**src/rtl/if_id_queue.sv**
```systemverilog
// if_id_queue: multi-entry instruction queue between fetch and decode.
// Valid/ready on both sides; shows a NOP bubble to decode whenever it is empty or flushed.
module if_id_queue #(
    parameter int                DEPTH    = 4,
    parameter int                INST_W   = 32,
    parameter int                ADDR_W   = 32,
    parameter int                INT_W    = 8,
    parameter int                HOLD_W   = 3,
    parameter int                HOLD_IF  = 1,
    parameter logic [INST_W-1:0] NOP_INST = INST_W'(32'h00000013)
) (
    input  logic                         clk,
    input  logic                         rst,
    input  logic                         flush_i,
    input  logic [HOLD_W-1:0]            hold_flag_i,
    input  logic                         valid_i,
    output logic                         ready_o,
    input  logic [INST_W-1:0]            inst_i,
    input  logic [ADDR_W-1:0]            inst_addr_i,
    input  logic                         bp_result_i,
    input  logic [INT_W-1:0]             int_flag_i,
    output logic                         valid_o,
    input  logic                         ready_i,
    output logic [INST_W-1:0]            inst_o,
    output logic [ADDR_W-1:0]            inst_addr_o,
    output logic                         bp_result_o,
    output logic [INT_W-1:0]             int_flag_o,
    output logic [$clog2(DEPTH+1)-1:0]   count_o
);

    localparam int PTR_W = $clog2(DEPTH);
    localparam int CNT_W = $clog2(DEPTH + 1);

    localparam logic [CNT_W-1:0]  FULL_CNT = CNT_W'(DEPTH);
    localparam logic [PTR_W-1:0]  LAST_PTR = PTR_W'(DEPTH - 1);
    localparam logic [HOLD_W-1:0] HOLD_LVL = HOLD_W'(HOLD_IF);

    logic [INST_W-1:0] inst_mem [DEPTH];
    logic [ADDR_W-1:0] addr_mem [DEPTH];
    logic              bp_mem   [DEPTH];
    logic [INT_W-1:0]  int_mem  [DEPTH];

    logic [PTR_W-1:0] rd_ptr;
    logic [PTR_W-1:0] wr_ptr;
    logic [CNT_W-1:0] count;

    logic empty;
    logic hold_active;
    logic push;
    logic pop;

    // Explicit wrap so that non-power-of-two depths work.
    function automatic logic [PTR_W-1:0] ptr_next(input logic [PTR_W-1:0] p);
        return (p == LAST_PTR) ? '0 : p + 1'b1;
    endfunction

    assign empty       = (count == '0);
    assign ready_o     = (count != FULL_CNT);
    assign valid_o     = ~empty;
    assign hold_active = (hold_flag_i >= HOLD_LVL);

    assign push = valid_i & ready_o & ~flush_i;
    assign pop  = valid_o & ready_i & ~hold_active & ~flush_i;

    // Reset and flush both drop every resident entry; payloads are left as they are.
    always_ff @(posedge clk) begin
        if (rst || flush_i) begin
            count  <= '0;
            rd_ptr <= '0;
            wr_ptr <= '0;
        end else begin
            if (push) begin
                wr_ptr <= ptr_next(wr_ptr);
            end
            if (pop) begin
                rd_ptr <= ptr_next(rd_ptr);
            end
            case ({push, pop})
                2'b10:   count <= count + 1'b1;
                2'b01:   count <= count - 1'b1;
                default: count <= count;
            endcase
        end
    end

    always_ff @(posedge clk) begin
        if (push && !rst) begin
            inst_mem[wr_ptr] <= inst_i;
            addr_mem[wr_ptr] <= inst_addr_i;
            bp_mem[wr_ptr]   <= bp_result_i;
            int_mem[wr_ptr]  <= int_flag_i;
        end
    end

    // Head is read from storage only, so a new entry appears one edge after its push.
    assign inst_o      = empty ? NOP_INST   : inst_mem[rd_ptr];
    assign inst_addr_o = empty ? '0         : addr_mem[rd_ptr];
    assign bp_result_o = empty ? 1'b0       : bp_mem[rd_ptr];
    assign int_flag_o  = empty ? '0         : int_mem[rd_ptr];
    assign count_o     = count;

endmodule

```
**config.mk**
```make
export PLATFORM = sky130hd
export DESIGN_NAME = if_id_queue
export DESIGN_NICKNAME = d
export VERILOG_FILES = /design/src/rtl/if_id_queue.sv
export SDC_FILE = /design/constraint.sdc
export NUM_CORES = 1
export LEC_CHECK = 0
export ABC_AREA = 1
export BUFFER_PORTS_ARGS = -buffer_cell sky130_fd_sc_hd__buf_2
export CORE_UTILIZATION = 60
export CTS_BUF_LIST = sky130_fd_sc_hd__clkbuf_2
export DETAILED_ROUTE_END_ITERATION = 10
export GPL_ROUTABILITY_DRIVEN = 0
export MAX_ROUTING_LAYER = met4
export PLACE_DENSITY_LB_ADDON = 0.25
export SLEW_MARGIN = 20
export SYNTH_ARGS = -nofsm -noshare
export SYNTH_HDL_FRONTEND = slang
export SYNTH_SLANG_ARGS = --single-unit
export TNS_END_PERCENT = 5
```
**constraint.sdc**
```tcl
create_clock -name clk -period 8.9 [get_ports clk]
set_clock_uncertainty 0.15 [all_clocks]
set_input_delay 1.335 -clock clk [delete_from_list [all_inputs] [get_ports clk]]
set_output_delay 1.335 -clock clk [all_outputs]
set_load 0.05 [all_outputs]
```
# Yosys cells after proc, flatten, opt, wreduce, memory -nomap -nowiden
# Memory sizes are Yosys's and may differ from the RTL's. A register that Yosys moved wholly into a read port is not among the register bits.
# Index checks and enable logic that the tools add are counted.
[totals]
word_cells = 47
ram_bits = 292
regBits = 7
mem_count = 4
[memory_table]
columns = ["name", "words", "width", "rd", "rd_ports_with_merged_regs", "wr", "line_no", "text"]
rows = [
  ["addr_mem", 4, 32, 1, 1, 1, "39", "logic [ADDR_W-1:0] addr_mem [DEPTH];"],
  ["inst_mem", 4, 32, 1, 1, 1, "38", "logic [INST_W-1:0] inst_mem [DEPTH];"],
  ["int_mem", 4, 8, 1, 1, 1, "41", "logic [INT_W-1:0] int_mem [DEPTH];"],
  ["bp_mem", 4, 1, 1, 1, 1, "40", "logic bp_mem [DEPTH];"],
]
[classes]
n_addsub = 4
n_reduce_logical = 5
n_eq_ne = 5
n_mux = 17
bitwise_logic = 8
n_lt_le_gt_ge = 1
[op_table]
columns = ["op", "n"]
rows = [
  ["32-bit 2-to-1 mux", 2],
  ["2-bit 2-to-1 mux", 10],
  ["8-bit 2-to-1 mux", 1],
  ["2-bit == test (second input constant)", 3],
  ["3-bit case mux with 2 select lines", 1],
  ["1-bit bitwise AND", 5],
  ["2-bit by 1-bit adder with 2-bit output (second input constant)", 2],
  ["3-bit by 1-bit adder with 3-bit output (second input constant)", 1],
  ["3-bit by 1-bit greater-or-equal comparator with 1-bit output (second input constant)", 1],
  ["3-bit logical NOT", 1],
  ["1-bit 2-to-1 mux", 3],
  ["3-bit != test (second input constant)", 1],
  ["1-bit NOT", 3],
  ["3-bit by 1-bit subtractor with 3-bit output (second input constant)", 1],
  ["2-bit by 1-bit == test with 1-bit output (second input constant)", 1],
  ["2-bit nonzero test", 1],
  ["1-bit logical AND", 1],
  ["1-bit logical NOT", 1],
  ["1-bit logical OR", 1],
]

# Depth between registers and ports, before layout
[depth]
word_depth = 7
mapped_depth = 14
mapped_depth_nobuf = 14

# Worst setup path before layout
# OpenSTA, ideal clock, no wires.
[synth_path]
path_kind = "input to register"
from = "input port flush_i"
to = "memory addr_mem[0][0] (enable)"
path_slack_ns = 3.338
cell_stages = 3
t_required_ns = 8.245
path_buffers = 0
arrival_time_ns = 4.907
cell_sequence = "nor2_1 nand3_1 nor2_1"
[synth_via]
elab_chain_cells = 5
[synth_rtl]
columns = ["element", "line_no", "text"]
rows = [
  ["start, declared", "14", "input logic flush_i,"],
  ["1-bit NOT", "62", "assign push = valid_i & ready_o & ~flush_i;"],
  ["1-bit bitwise AND", "62", ""],
  ["1-bit logical AND", "87", "if (push && !rst) begin"],
  ["1-bit 2-to-1 mux", "87", ""],
  ["1-bit 2-to-1 mux (not written as such)", "89", "addr_mem[wr_ptr] <= inst_addr_i;"],
  ["end, declared", "39", ""],
]
# No other way between the ends.

==> out/summary.md <==
• Final setup violation count: 0
• DPL Wire Length: 12.82 mm
• count of cells along the worst hold path: 1
• average wire length per cell after detail routing: 16.66 um
• Hold EP: count_o[0]$_SDFFE_PP0P_
• vias in the first global route: 7,774
• sequential cell area fraction in the yosys report: 75.69%
• first-pass GRT wire length: 37.54 mm
• count of standard-cell rows: 50
• number of clock sinks seen by CTS: 301
• most used flip-flop cell after synthesis: edfxtp_1
• WP buf/inv: 3
• RSZ-0062 raised after global routing: no
• H-tree levels: 3
• Required @ worst endpoint: 7410 ps
• routed vias: 7,627
• number of antenna violations at the first check in global routing: 5
• RR Startpoint: count_o[0]$_SDFFE_PP0P_
• main area contributors after synthesis: edfxtp_1 (74%), nor2_1 (9.5%), o21ai_0 (5.8%)
• overflow left after global routing: 0
• internal power component: 1.977 mW
• Max Clock Freq: 0.1930 GHz
• Sw Share: 23.49%
• area after detailed placement: 12,690 um^2
• CP Data Arrival Time: 3700 ps
• HP Start: count_o[0]$_SDFFE_PP0P_
• worst slew margin relative to its limit: 26.99%
• number of buffer cells added on primary ports: 158
• number of synthesized register bits: 301
• number of CTS-inserted buffers: 73
• Post-Synthesis Cells: 934
• sort of element at the start of the critical path: flop
• count of warnings emitted by yosys: 0
• final critical path time including I/O delays and setup: 5181 ps
• type of the tightest min-delay check: flop to flop
• Post-CTS Setup Bufs: 0
• Clock power frac: 34.1%
• critical path cell sequence: inv_2 -> buf_4 -> nor2_1 -> o21ai_0 -> a21oi_1 -> buf_2
• starting density of the core: 62.16%
• pin count of the biggest net entering global routing: 113
• portion of total power attributed to combinational logic: 5.2%
• io pins: 159
• cell with the most instances after synthesis: nor2_1
• pins over their slew limit: 0
• r2r worst-path depth: 5
• wire length reported by the detailed router: 23.84 mm
• post-route worst setup slack: 3719 ps
• Hold Buf Count CTS: 0
• post-cts repair resize count: 0
• setup slack of the most critical reg-to-reg path: 5890 ps
• final non-filler cell total: 1,431
• Post-Syn Area per Cell: 12.66 um^2
• hold violation count in the final report: 0
• leading area contributor after synthesis: edfxtp_1
• clock root buffer: clkbuf_2
• distinct cell type count of the synthesized netlist: 17
• maximum VDD drop: 125.4 uV
• core area: 19,020 um^2
• share of final-layout standard cells stronger than drive strength 1: 23.93%
• DRC violation count after routing: 0
• leading cell types by count after synthesis: nor2_1 (299), edfxtp_1 (292), o21ai_0 (138)
• final cell utilization of the core: 70.25%
• initial DRC count: 491
• Area Growth Syn to Fin: 13.01%
• Pre-Repair DR Iteration Count: 4
• Slowest-stage cell, CP: dfxtp_4
• overall die height: 142.4 um
• part of the cycle the worst path needs: 58.21%
• path type of the worst setup path: flop to output pin
• clock-pin slew on the worst setup and hold paths: 110 ps
• leakage dissipation: 5.033 nW
• net switching power of the design: 0.6072 mW
• outcome: completed
• number of nets still failing antenna checks after routing: 0
• capture instance of the worst register-to-register path: bp_mem[3]$_DFFE_PP_
• Die X-Extent: 142.4 um
• Post-Synthesis Cell Area: 11,820 um^2
• Final Net Count: 1,209
• family with the most delay on the worst path: buffers and inverters
• share of the synthesized area in the top cell type: 74.17%
• insertion delay of the later-clocked pin in the worst-skew pair: 810 ps
• setup total negative slack: 0 ps
• async set-reset flop share out of synthesis: 0%
• Die Footprint: 20,270 um^2
• via density per instance: 5.330
• buffers from clock root to sink, at most: 3
• endpoint type of the worst setup path: output pin
• Layout Cell Area excl Fill: 13,360 um^2
• # placed instances: 1,306
• critical path fanouts, max: 74
• Total Routing Usage GR: 25.37%
• share of total power in sequential cells: 60.8%
• slowest cell delay on critical path: 1000 ps
• Filler Cell Count: 1,385
• number of synthesized flops with an enable pin: 292
• Syn Nets: 1,022
• transition time of the tightest slew-check pin: 1095 ps
• Max Cap Viol: 0
• clock tree from TritonCTS: built
• worst-case setup slack after placement: 4555 ps
• Power per Cell Area: 193.4 nW/um^2
## cells in the final DEF, fill, tap and decap left out, drive strengths merged, types with 9 or more instances in the layout
master / count
o21ai: 145
clkinv: 17
nor2: 299
buf: 166
a21oi: 79
nand2: 25
edfxtp: 292
dfxtp: 9
inv: 22
clkbuf: 96
## registers in the layout, indices dropped and copies added (netlist names), named ones only
register / count
int_mem: 32
inst_mem: 128
rd_ptr: 2
addr_mem: 128
wr_ptr: 2
bp_mem: 4
count_o: 3
## worst max path at each step
| stage | from | end | slack [ps] | depth (start not counted) |
|---|---|---|---|---|
| after floorplan | flush_i | addr_mem[0][0]$_DFFE_PP_ | 3340 | 3 |
| after global placement | flop | int_flag_o[2] | 4610 | 6 |
| after detailed placement | flush_i | addr_mem[3][7]$_DFFE_PP_ | 4550 | 5 |
| after CTS | flop | inst_o[31] | 3670 | 6 |
| after global routing | flop | bp_result_o | 3440 | 6 |
| final | flop | inst_o[31] | 3720 | 6 |
## per-layer routing
| metal | share of wire (%) | vias to the layer above | GRT usage, % |
|---|---|---|---|
| met5 | 0 | - | - |
| met4 | 2.2 | 0 | 11.15 |
| met3 | 7.3 | 47 | 6.258 |
| met2 | 50 | 277 | 42.16 |
| met1 | 40 | 3596 | 29.38 |
| li1 | - | 3707 | - |
## worst register-to-register path: cells and delay by family (launching register included)
family	cells	cell delay, ps
simple gates	3	1230
flops	1	380
buf+inv	2	810
## final cells by class
type | count | area, um^2 | area share (%)
Timing Repair Buffer | 166 | 850.8 | 6.368
Multi-Input combinational cell | 560 | 2487 | 18.62
Clock inverter | 24 | 173.9 | 1.302
Tap cell | 260 | 325.3 | 2.435
Sequential cell | 301 | 8956 | 67.04
Clock buffer | 96 | 480.5 | 3.596
Inverter | 19 | 73.82 | 0.5525
Antenna cell | 5 | 12.51 | 0.09365
## power by group through the flow
stage	registers [mW]	clock network, mW	logic, mW
final	1.57	0.881	0.133
after global routing	1.57	0.971	0.143
after global placement	1.60	0	0.131
after detailed placement	1.60	0	0.133
after floorplan	1.61	0	0.0768
after CTS	1.57	0.900	0.134
## kinds of logic (layout without fill, tap and decap cells)
| family | after synthesis | in the layout | synth area share, % |
|---|---|---|---|
| flops | 301 | 301 | 75.69 |
| fa+ha+maj | 7 | 7 | 0.8043 |
| buf+inv | 73 | 305 | 3.524 |
| other cells | 0 | 5 | 0 |
| simple gates | 329 | 329 | 10.50 |
| compound gates | 224 | 224 | 9.482 |
## per-stage QoR
stage	hold WS (ps)	power [mW]
after global placement	317.8	1.733
after CTS	343.3	2.604
final	347.8	2.584
after floorplan	351.3	1.682
after detailed placement	322.5	1.736
after global routing	374.3	2.686
No activity file was read; power rests on OpenSTA's default activity.
